--- config.mk ---
export PLATFORM = sky130hd
export DESIGN_NAME = period_averager_flat
export DESIGN_NICKNAME = d
export VERILOG_FILES = /design/src/rtl/period_avg_pkg.sv /design/src/rtl/period_averager_if.sv /design/src/rtl/period_ring_buffer.sv /design/src/rtl/period_averager.sv /design/src/flat_wrapper.sv
export SDC_FILE = /design/constraint.sdc
export NUM_CORES = 1
export LEC_CHECK = 0
export ABC_AREA = 1
export CAP_MARGIN = 30
export CORE_MARGIN = 1.5
export CORE_UTILIZATION = 61
export CTS_CLUSTER_DIAMETER = 120
export CTS_CLUSTER_SIZE = 20
export DETAILED_ROUTE_END_ITERATION = 10
export GPL_TIMING_DRIVEN = 0
export MAX_ROUTING_LAYER = met4
export PLACE_DENSITY_LB_ADDON = 0.15
export SYNTH_ARGS = -nofsm -noshare
export SYNTH_HDL_FRONTEND = slang
export SYNTH_SLANG_ARGS = --single-unit
--- constraint.sdc ---
create_clock -name clk -period 4.4 [get_ports clk]
set_input_delay 1.1 -clock clk [delete_from_list [all_inputs] [get_ports clk]]
set_output_delay 1.1 -clock clk [all_outputs]
set_load 0.01 [all_outputs]
--- src/rtl/period_avg_pkg.sv ---
// Shared types and default widths for the period averager.
//   state_e  : averaging FSM state (StFill while the window fills, StTrack once it is full)
//   DefPw    : default period width in clock counts
//   DefLog2N : default log2 of the averaging window depth
package period_avg_pkg;

  localparam int unsigned DefPw    = 18;
  localparam int unsigned DefLog2N = 3;

  typedef enum logic [0:0] {
    StFill,
    StTrack
  } state_e;

endpackage

--- src/rtl/period_averager_if.sv ---
// Measurement/result bundle between the frequency detector, the averager and the
// frequency-control stage.
//   master : drives period_in/period_valid, observes the filtered result
//   slave  : the averager; consumes samples, drives period_out/period_out_valid/stable/reject_cnt
interface period_averager_if
  import period_avg_pkg::*;
#(
  parameter int unsigned PW = DefPw
);
  logic [PW-1:0] period_in;
  logic          period_valid;
  logic [PW-1:0] period_out;
  logic          period_out_valid;
  logic          stable;
  logic [7:0]    reject_cnt;

  modport master (
    output period_in,
    output period_valid,
    input  period_out,
    input  period_out_valid,
    input  stable,
    input  reject_cnt
  );

  modport slave (
    input  period_in,
    input  period_valid,
    output period_out,
    output period_out_valid,
    output stable,
    output reject_cnt
  );
endinterface

--- src/rtl/period_ring_buffer.sv ---
// Circular store of the last 2^Log2Depth accepted period samples.
//   clk_i    : clock
//   rst_ni   : synchronous active-low reset
//   clr_i    : synchronous clear of all entries and the write pointer
//   we_i     : write wdata_i at the write pointer and advance it
//   wdata_i  : sample to store
//   oldest_o : entry the next write will overwrite (zero until the store has wrapped)
module period_ring_buffer #(
  parameter int unsigned Width     = 18,
  parameter int unsigned Log2Depth = 3
) (
  input  logic             clk_i,
  input  logic             rst_ni,
  input  logic             clr_i,
  input  logic             we_i,
  input  logic [Width-1:0] wdata_i,
  output logic [Width-1:0] oldest_o
);
  localparam int unsigned Depth = 1 << Log2Depth;

  logic [Width-1:0]     mem_q [Depth];
  logic [Width-1:0]     mem_d [Depth];
  logic [Log2Depth-1:0] ptr_q, ptr_d;

  always_comb begin
    mem_d = mem_q;
    ptr_d = ptr_q;
    if (we_i) begin
      mem_d[ptr_q] = wdata_i;
      ptr_d        = ptr_q + 1'b1;
    end
  end

  always_ff @(posedge clk_i) begin
    if (!rst_ni || clr_i) begin
      for (int i = 0; i < Depth; i++) mem_q[i] <= '0;
      ptr_q <= '0;
    end else begin
      mem_q <= mem_d;
      ptr_q <= ptr_d;
    end
  end

  assign oldest_o = mem_q[ptr_q];

endmodule

--- src/rtl/period_averager.sv ---
// Sliding-window period filter: moving average over 2^LOG2_N raw period samples with
// outlier rejection and a settled flag.
//   clk, rst_n : clock, synchronous active-low reset (priority over en)
//   en         : low = synchronous clear to reset state
//   bus        : period_averager_if.slave (period_in/valid in; period_out/valid, stable,
//                reject_cnt out)
// Build option: define PERIOD_AVG_OUTLIER_EN to enable the tolerance check, reject counting
// and relock; otherwise every nonzero sample is accepted.
// Pipeline: capture (t) -> decide/ring write/sum (t+1) -> outputs (t+2); strobes while
// busy are dropped.
module period_averager
  import period_avg_pkg::*;
#(
  parameter int unsigned PW         = DefPw,
  parameter int unsigned LOG2_N     = DefLog2N,
  parameter int unsigned TOL_SHIFT  = 4,
  parameter int unsigned STABLE_CNT = 4
) (
  input logic              clk,
  input logic              rst_n,
  input logic              en,
  period_averager_if.slave bus
);
  localparam int unsigned N  = 1 << LOG2_N;
  localparam int unsigned SW = PW + LOG2_N;
`ifdef PERIOD_AVG_OUTLIER_EN
  localparam bit OutlierEn = 1'b1;
`else
  localparam bit OutlierEn = 1'b0;
`endif

  state_e            state_q, state_d;
  logic [SW-1:0]     sum_q, sum_d;
  logic [LOG2_N-1:0] fill_cnt_q, fill_cnt_d;
  logic [7:0]        acc_run_q, acc_run_d;
  logic [7:0]        rej_run_q, rej_run_d;
  // Stage 1 (decide) and stage 2 (publish) occupancy plus what stage 2 must do.
  logic              s1_q, s1_d, s2_q, s2_d;
  logic [PW-1:0]     cap_q, cap_d;
  logic              upd_q, upd_d, rej_q, rej_d, set_stable_q, set_stable_d;
  logic [PW-1:0]     period_out_q, period_out_d;
  logic              valid_q, valid_d, stable_q, stable_d;
  logic [7:0]        reject_cnt_q, reject_cnt_d;

  logic              ring_we, ring_clr;
  logic [PW-1:0]     oldest;
  logic [PW:0]       diff;
  logic [PW-1:0]     tol;
  logic              is_reject;
  logic [SW:0]       avg_full;

  period_ring_buffer #(
    .Width    (PW),
    .Log2Depth(LOG2_N)
  ) u_ring (
    .clk_i   (clk),
    .rst_ni  (rst_n),
    .clr_i   (ring_clr || !en),
    .we_i    (ring_we),
    .wdata_i (cap_q),
    .oldest_o(oldest)
  );

  // period_out_q cannot change between capture and decision, so comparing at t+1 is
  // equivalent to comparing at capture time.
  always_comb begin
    diff = ({1'b0, cap_q} >= {1'b0, period_out_q}) ? {1'b0, cap_q} - {1'b0, period_out_q}
                                                    : {1'b0, period_out_q} - {1'b0, cap_q};
    tol       = period_out_q >> TOL_SHIFT;
    is_reject = OutlierEn && (state_q == StTrack) && (diff > {1'b0, tol});
    avg_full  = ({1'b0, sum_q} + (SW + 1)'(N / 2)) >> LOG2_N;
  end

  always_comb begin
    state_d      = state_q;
    sum_d        = sum_q;
    fill_cnt_d   = fill_cnt_q;
    acc_run_d    = acc_run_q;
    rej_run_d    = rej_run_q;
    cap_d        = cap_q;
    s1_d         = 1'b0;
    s2_d         = 1'b0;
    upd_d        = 1'b0;
    rej_d        = 1'b0;
    set_stable_d = 1'b0;
    ring_we      = 1'b0;
    ring_clr     = 1'b0;
    period_out_d = period_out_q;
    valid_d      = 1'b0;
    stable_d     = stable_q;
    reject_cnt_d = reject_cnt_q;

    // Capture: zero samples never occupy the pipeline.
    if (bus.period_valid && !(s1_q || s2_q) && (bus.period_in != '0)) begin
      s1_d  = 1'b1;
      cap_d = bus.period_in;
    end

    // Decide. The ring reads zero for unwritten slots, so one sum update serves both states.
    if (s1_q) begin
      s2_d = 1'b1;
      if (is_reject) begin
        rej_d     = 1'b1;
        acc_run_d = '0;
        if (rej_run_q == 8'(N - 1)) begin
          ring_clr   = 1'b1;
          sum_d      = '0;
          fill_cnt_d = '0;
          rej_run_d  = '0;
          state_d    = StFill;
        end else begin
          rej_run_d = rej_run_q + 8'd1;
        end
      end else begin
        ring_we   = 1'b1;
        sum_d     = sum_q - SW'(oldest) + SW'(cap_q);
        rej_run_d = '0;
        if (state_q == StFill) begin
          fill_cnt_d = fill_cnt_q + 1'b1;
          if (&fill_cnt_q) begin
            state_d   = StTrack;
            acc_run_d = '0;
            upd_d     = 1'b1;
          end
        end else begin
          upd_d = 1'b1;
          if (acc_run_q < 8'(STABLE_CNT)) acc_run_d = acc_run_q + 8'd1;
          set_stable_d = (acc_run_d == 8'(STABLE_CNT));
        end
      end
    end

    // Publish.
    if (s2_q) begin
      if (upd_q) begin
        period_out_d = (|avg_full[SW:PW]) ? '1 : avg_full[PW-1:0];
        valid_d      = 1'b1;
      end
      if (set_stable_q) stable_d = 1'b1;
      if (rej_q) begin
        stable_d = 1'b0;
        if (reject_cnt_q != 8'hFF) reject_cnt_d = reject_cnt_q + 8'd1;
      end
    end
  end

  always_ff @(posedge clk) begin
    if (!rst_n || !en) begin
      state_q      <= StFill;
      sum_q        <= '0;
      fill_cnt_q   <= '0;
      acc_run_q    <= '0;
      rej_run_q    <= '0;
      s1_q         <= 1'b0;
      s2_q         <= 1'b0;
      cap_q        <= '0;
      upd_q        <= 1'b0;
      rej_q        <= 1'b0;
      set_stable_q <= 1'b0;
      period_out_q <= '0;
      valid_q      <= 1'b0;
      stable_q     <= 1'b0;
      reject_cnt_q <= '0;
    end else begin
      state_q      <= state_d;
      sum_q        <= sum_d;
      fill_cnt_q   <= fill_cnt_d;
      acc_run_q    <= acc_run_d;
      rej_run_q    <= rej_run_d;
      s1_q         <= s1_d;
      s2_q         <= s2_d;
      cap_q        <= cap_d;
      upd_q        <= upd_d;
      rej_q        <= rej_d;
      set_stable_q <= set_stable_d;
      period_out_q <= period_out_d;
      valid_q      <= valid_d;
      stable_q     <= stable_d;
      reject_cnt_q <= reject_cnt_d;
    end
  end

  assign bus.period_out       = period_out_q;
  assign bus.period_out_valid = valid_q;
  assign bus.stable           = stable_q;
  assign bus.reject_cnt       = reject_cnt_q;

endmodule

--- src/flat_wrapper.sv ---
// flat-port wrapper written by rule: the top's interface ports become plain ports
module period_averager_flat import period_avg_pkg::*;
#(
  parameter int unsigned PW         = DefPw,
  parameter int unsigned LOG2_N     = DefLog2N,
  parameter int unsigned TOL_SHIFT  = 4,
  parameter int unsigned STABLE_CNT = 4
)
  (clk, rst_n, en, bus_period_in, bus_period_valid, bus_period_out, bus_period_out_valid, bus_stable, bus_reject_cnt);
  period_averager_if #(.PW(PW)) bus_i ();
  input logic clk;
  input logic rst_n;
  input logic en;
  input wire logic [$bits(bus_i.period_in)-1:0] bus_period_in;
  input wire logic [$bits(bus_i.period_valid)-1:0] bus_period_valid;
  output wire logic [$bits(bus_i.period_out)-1:0] bus_period_out;
  output wire logic [$bits(bus_i.period_out_valid)-1:0] bus_period_out_valid;
  output wire logic [$bits(bus_i.stable)-1:0] bus_stable;
  output wire logic [$bits(bus_i.reject_cnt)-1:0] bus_reject_cnt;
  assign bus_i.period_in = bus_period_in;
  assign bus_i.period_valid = bus_period_valid;
  assign bus_period_out = bus_i.period_out;
  assign bus_period_out_valid = bus_i.period_out_valid;
  assign bus_stable = bus_i.stable;
  assign bus_reject_cnt = bus_i.reject_cnt;
  period_averager #(.PW(PW), .LOG2_N(LOG2_N), .TOL_SHIFT(TOL_SHIFT), .STABLE_CNT(STABLE_CNT)) u_core (.clk(clk), .rst_n(rst_n), .en(en), .bus(bus_i));
endmodule
After elaboration in Yosys (flattened, before gate mapping). Index checks and enable logic that the tools add are counted. W data, S select, Z words.

Register bits: 222. Bits in latches: 0. Memory bits (writable): 0. ROM bits: 0. Input port bits: 22. Output and inout port bits: 28. Logic and storage cells: 71. Memories kept: 0.

Add/sub/neg operators: 6. $mul: 0. Div/mod/pow operators: 0. $lt $le $gt $ge: 3. Eq/ne operators: 1. Shifts and indexed selects: 0. Mux-type cells: 18. Bitwise logic cells: 4. Reduce and logical (&&, ||, !) cells: 18.

Operators by type and width (number): $bwmux W144 (1); $mux W18 (4); $bmux W18 S3 (1); $demux W18 S3 (1); $mux W8 (5); $add A21 B3 Y22 const B (1); $add A21 B18 Y21 (1); $sub A21 B18 Y21 (1); $reduce_bool A18 Y1 (1); $add A8 B1 Y8 const B (1); $eq A8 B3 Y1 const B (1); $lt A8 B3 Y1 const B (1); $reduce_and A2 Y1 (4); $add A3 B1 Y3 const B (2); $mux W1 (6); $ge A4 B4 Y1 const B (1); $lt A4 B1 Y1 const B (1); $not A3 Y4 (1); $reduce_or A2 Y1 (2); $logic_and A1 B1 Y1 (3); $logic_not A1 Y1 (3); $not A1 Y1 (3); $reduce_and A3 Y1 (1); $reduce_or A3 Y1 (1); 2 further kinds (3).

Logic depth before layout (Yosys ltp).
Depth after elaboration: 6. Gate-level depth with buffers: 23. Mapped depth without buffers: 22.

Hierarchy. Synthesis repeated with hierarchy kept, for this count alone.

Cells, all modules: 2028. Area, all modules: 12550.8 sq um.

Modules (own cells, without submodules): period_ring_buffer (instances 1, cells an instance 1265, area each 7408.4 sq um, seq. area each 2942.8 sq um); period_averager (instances 1, cells an instance 763, area each 5142.4 sq um, seq. area each 1501.4 sq um).

Worst setup path before layout. OpenSTA, ideal clock, no wires.

Kind: reg-to-reg. Start point: reg u_core.u_ring.ptr_q[0]. End point: reg u_core.sum_q[12]. Arrival: 2.904 ns. Required time: 4.285 ns. Slack: 1.380 ns. Stages on the path, launching flop included: 19. Clock period less this slack: 3.020 ns. Cells stage by stage: dfxtp_1 -> buf_2 -> inv_1 -> buf_4 -> clkbuf_1 -> o21ai_0 -> o2111ai_1 -> fa_1 -> fa_1 -> inv_1 -> nand3_1 -> nand3_1 -> nand2_1 -> nand2_1 -> nand2_1 -> nand2_1 -> nor2_1 -> o21ai_0 -> inv_1.

Cells in the longest elaborated chain, start to end: 6.

Ends and longest elaborated chain: from (decl) (line period_ring_buffer.sv:23) `logic [Log2Depth-1:0] ptr_q, ptr_d;`; from (signal assigned) (line period_ring_buffer.sv:40) `ptr_q <= ptr_d;`; $not A3 Y4 (not written as such) (line period_ring_buffer.sv:44) `assign oldest_o = mem_q[ptr_q];`; $bmux W18 S3 (line period_ring_buffer.sv:44); $mux W18 (not written as such) (2 in series) (line period_ring_buffer.sv:44); $sub A21 B18 Y21 (line period_averager.sv:116) `sum_d = sum_q - SW'(oldest) + SW'(cap_q);`; $add A21 B18 Y21 (line period_averager.sv:116); to (signal assigned) (line period_averager.sv:166) `sum_q <= sum_d;`; to (decl) (line period_averager.sv:33) `logic [SW-1:0] sum_q, sum_d;`.

No other way between the ends. The select of a mux whose other input is x is not followed. A chain may end at the register's enable or synchronous reset.

Worst setup path after layout. Same ends and word-level chain as after synthesis.

==> flow_metrics.env <==
export IMPL_slowest_delay_ps=470
export IMPL_grtUsageTotal_pct=34.8
export IMPL_setup_viol=0
export IMPL_yosys_top_cells_area="dfxtp_1 (41%), o21ai_0 (11%), a21oi_1 (8.4%), nor2_1 (8.3%), nand2_1 (4.9%)"
export IMPL_grt_max_degree=21
export IMPL_dp_hpwl_mm=23.8
export IMPL_highest_layer="met4"
export IMPL_clk_latency_ps=500
export IMPL_start_kind="register"
export IMPL_worstPathMaxFanout=10
export IMPL_synth_edf_count=0
export IMPL_postCtsHoldBufs=0
export IMPL_drive_gt1_share_pct=5.72
export IMPL_met2WireLength_mm=13.2
export IMPL_initial_core_util_pct=62.9
export IMPL_syn_inst=1509
export IMPL_p_leak_nw=5.28
export IMPL_cp_end_kind="register"
export IMPL_fin_nets=1642
export IMPL_path_delay_family="buffers and inverters"
export IMPL_dieArea_sq_um=18800
export IMPL_wl_met1_mm=13.9
export IMPL_crit_arrival_ps=4310
export IMPL_cts_buffers=15
export IMPL_clkSlewWorstSetupHoldPaths_ps=100
export IMPL_clock_sinks=222
export IMPL_drtIter0Drc=1070
export IMPL_drc=0
export IMPL_min_path_type="reg2reg"
export IMPL_grt_pass1_vias=9508
export IMPL_min_period_over_period_pct=88.9
export IMPL_path_common_cell="inv_1"
export IMPL_critPathKind="reg2reg"
export IMPL_ys_types=37
export IMPL_avgSynthCellArea_sq_um=7.26
export IMPL_synth_most_common_cell="nor2_1"
export IMPL_peakVddDrop_uv=326
export IMPL_drt_first_pass_iters=5
export IMPL_grt_pass1_wl_mm=49.3
export IMPL_ys_flop_type="dfxtp_1"
export IMPL_crit_path_top_delay_cell="clkbuf_1"
export IMPL_via_per_inst=5.80
export IMPL_htreeDepth=1
export IMPL_num_rows=48
export IMPL_core_sq_um=17400
export IMPL_r2r_cells=21
export IMPL_crit_buf_inv=8
export IMPL_skew_ps=34.1
export IMPL_post_cts_buffers=0
export IMPL_die_w_microns=137
export IMPL_synth_common_cells="nor2_1 (243), o21ai_0 (241), dfxtp_1 (222), a21oi_1 (183), nand2_1 (143)"
export IMPL_cp_depth=21
export IMPL_clockBufferDepth=3
export IMPL_route_met3_wl_mm=2.77
export IMPL_wire_per_inst_microns=17.1
export IMPL_drv_cap=0
export IMPL_io_buffer_count=41
export IMPL_outcome="finished clean"
export IMPL_area_delta_synth_final_pct=10.2
export IMPL_rsz0062_at_grt="no"
export IMPL_die_h_microns=137
export IMPL_async_reset_ff_share_pct=0
export IMPL_io_pins=50
export IMPL_cts_root_buffer="clkbuf_16"
export IMPL_grt_overflow_total=0
export IMPL_holdWs_ps=455
export IMPL_ys_warnings_count=0
export IMPL_netlist_area_leader_share_pct=40.5
export IMPL_tns_ps=0
export IMPL_cts_resized=0
export IMPL_worst_pin_slew_ps=835
export IMPL_post_route_min_period_ps=3910
export IMPL_final_hold_viol_count=0
export IMPL_drv_slew=0
export IMPL_synth_top_cell_by_area="dfxtp_1"
export IMPL_worstPathCellList="buf_2 -> inv_1 -> buf_4 -> clkbuf_1 -> o21ai_0 -> o2111ai_1 -> ha_1 -> inv_1 -> ha_1 -> inv_1 -> fa_1 -> inv_1 -> nand3_1 -> nand3_1 -> nand2_1 -> nand2_1 -> nand2_1 -> nand2_1 -> nor2_1 -> o21ai_0 -> inv_1"
export IMPL_routed_wl_mm=30.8
export IMPL_place_gp_congestion=0.985
export IMPL_cts_tree="yes"
export IMPL_antenna_diode_count=0
export IMPL_dr_total_vias=10437
export IMPL_grt_antenna_before_repair=0
export IMPL_cellPowerDensity_nw_per_um2=330
export IMPL_synth_seq_cells=222
export IMPL_netlist_area_sq_um=11000
export IMPL_max_slew_margin_rel_pct=44.3
export IMPL_synth_seq_area_share_pct=40.5
export IMPL_cp_required_ps=4800
export IMPL_antenna_left=0
export IMPL_min_path_cells=2
export IMPL_fmax_mhz=256
## logic make-up (layout without fill, tap and decap cells)
kind of cell	after synthesis	in the layout	synth area share (%)
other	1	8	0.0342
adders and majority gates	46	46	6.48
buffers and inverters	252	309	9.57
and+or+nand+nor	477	477	18.4
DFF	222	222	40.5
AOI/OAI and AO/OA	489	489	23.2
xor gates and xnor gates	22	22	1.76
## metal layers
metal  vias to the layer above  track usage, %
met5                         -               -
met1                      4813            49.4
li1                       5085               -
met3                        64            4.41
met4                         0            11.2
met2                       475            51.5
## sequential cells by signal, summed over array words and instances, names as in the netlist, 3 cells and up
name,flops
u_core.bus.period_out,18
u_core.u_ring.ptr_q,3
u_core.acc_run_q,8
u_core.fill_cnt_q,3
u_core.cap_q,18
u_core.sum_q,21
u_core.u_ring.mem_q,144
## final timing paths
| kind | start | endpoint | slack, ps |
|---|---|---|---|
| worst max-delay path | u_core.u_ring.ptr_q[0] | u_core.sum_q[12] | 490 |
| worst min-delay path | u_core.acc_run_q[5] | u_core.acc_run_q[5] | 460 |
| worst max register to register | u_core.u_ring.ptr_q[0] | u_core.sum_q[12] | 490 |
| worst min register to register | u_core.acc_run_q[5] | u_core.acc_run_q[5] | 460 |
## stage by stage
step / power, mW / area [sq um] / worst slack (ps) / cells / util (%)
after floorplan: 2.52 / 11000 / 1380 / 1516 / -
after global placement: 2.68 / 11700 / 589 / 1782 / 67.1
after detailed placement: 2.69 / 11700 / 557 / 1782 / 67.1
after CTS: 3.98 / 12100 / 557 / 1798 / 69.3
after global routing: 4.13 / 12100 / 212 / 1798 / 69.3
final: 3.98 / 12100 / 490 / 1798 / 69.3
## worst register-to-register path: cells and delay by family, from the launching register on
| kind | cells | cell delay [ps] |
|---|---|---|
| AO/OA/AOI/OAI | 3 | 500 |
| adder cells (fa/ha/maj) | 3 | 930 |
| AND/OR/NAND/NOR | 7 | 740 |
| buffers and inverters | 8 | 1350 |
| flip-flops | 1 | 320 |
## layout make-up
cell class,instances,area (sq um)
inverters,163,612
flip-flops and latches,222,4440
clock inverters,1,20.0
clock buffers,15,375
plain buffers,89,437
fillers,1525,5340
multi-input cells,1042,5490
well taps,225,282
repair buffers,41,410
## placed cells by master (no fill, tap or decap), drive strengths merged, types with 7 or more instances in the layout
cell type | netlist | layout
a21oi | 183 | 183
a31oi | 9 | 9
buf | 49 | 49
clkbuf | 40 | 55
clkdlybuf4s50 | 0 | 41
clkinv | 17 | 17
conb | 1 | 8
dfxtp | 222 | 222
fa | 18 | 18
ha | 28 | 28
inv | 146 | 147
nand2 | 147 | 147
nand3 | 44 | 44
nand4 | 7 | 7
nor2 | 253 | 253
nor3 | 21 | 21
o2111ai | 17 | 17
o21ai | 273 | 273
xor2 | 18 | 18
## where the power goes
part | leakage (nW) | internal, mW | total [mW] | switching, mW
clock network | 0.195 | 0.623 | 1.32 | 0.702
logic | 3.29 | 0.202 | 0.619 | 0.416
registers | 1.79 | 2.02 | 2.04 | 0.0129
total | 5.28 | 2.85 | 3.98 | 1.13
(Power assumes the default switching activity.)
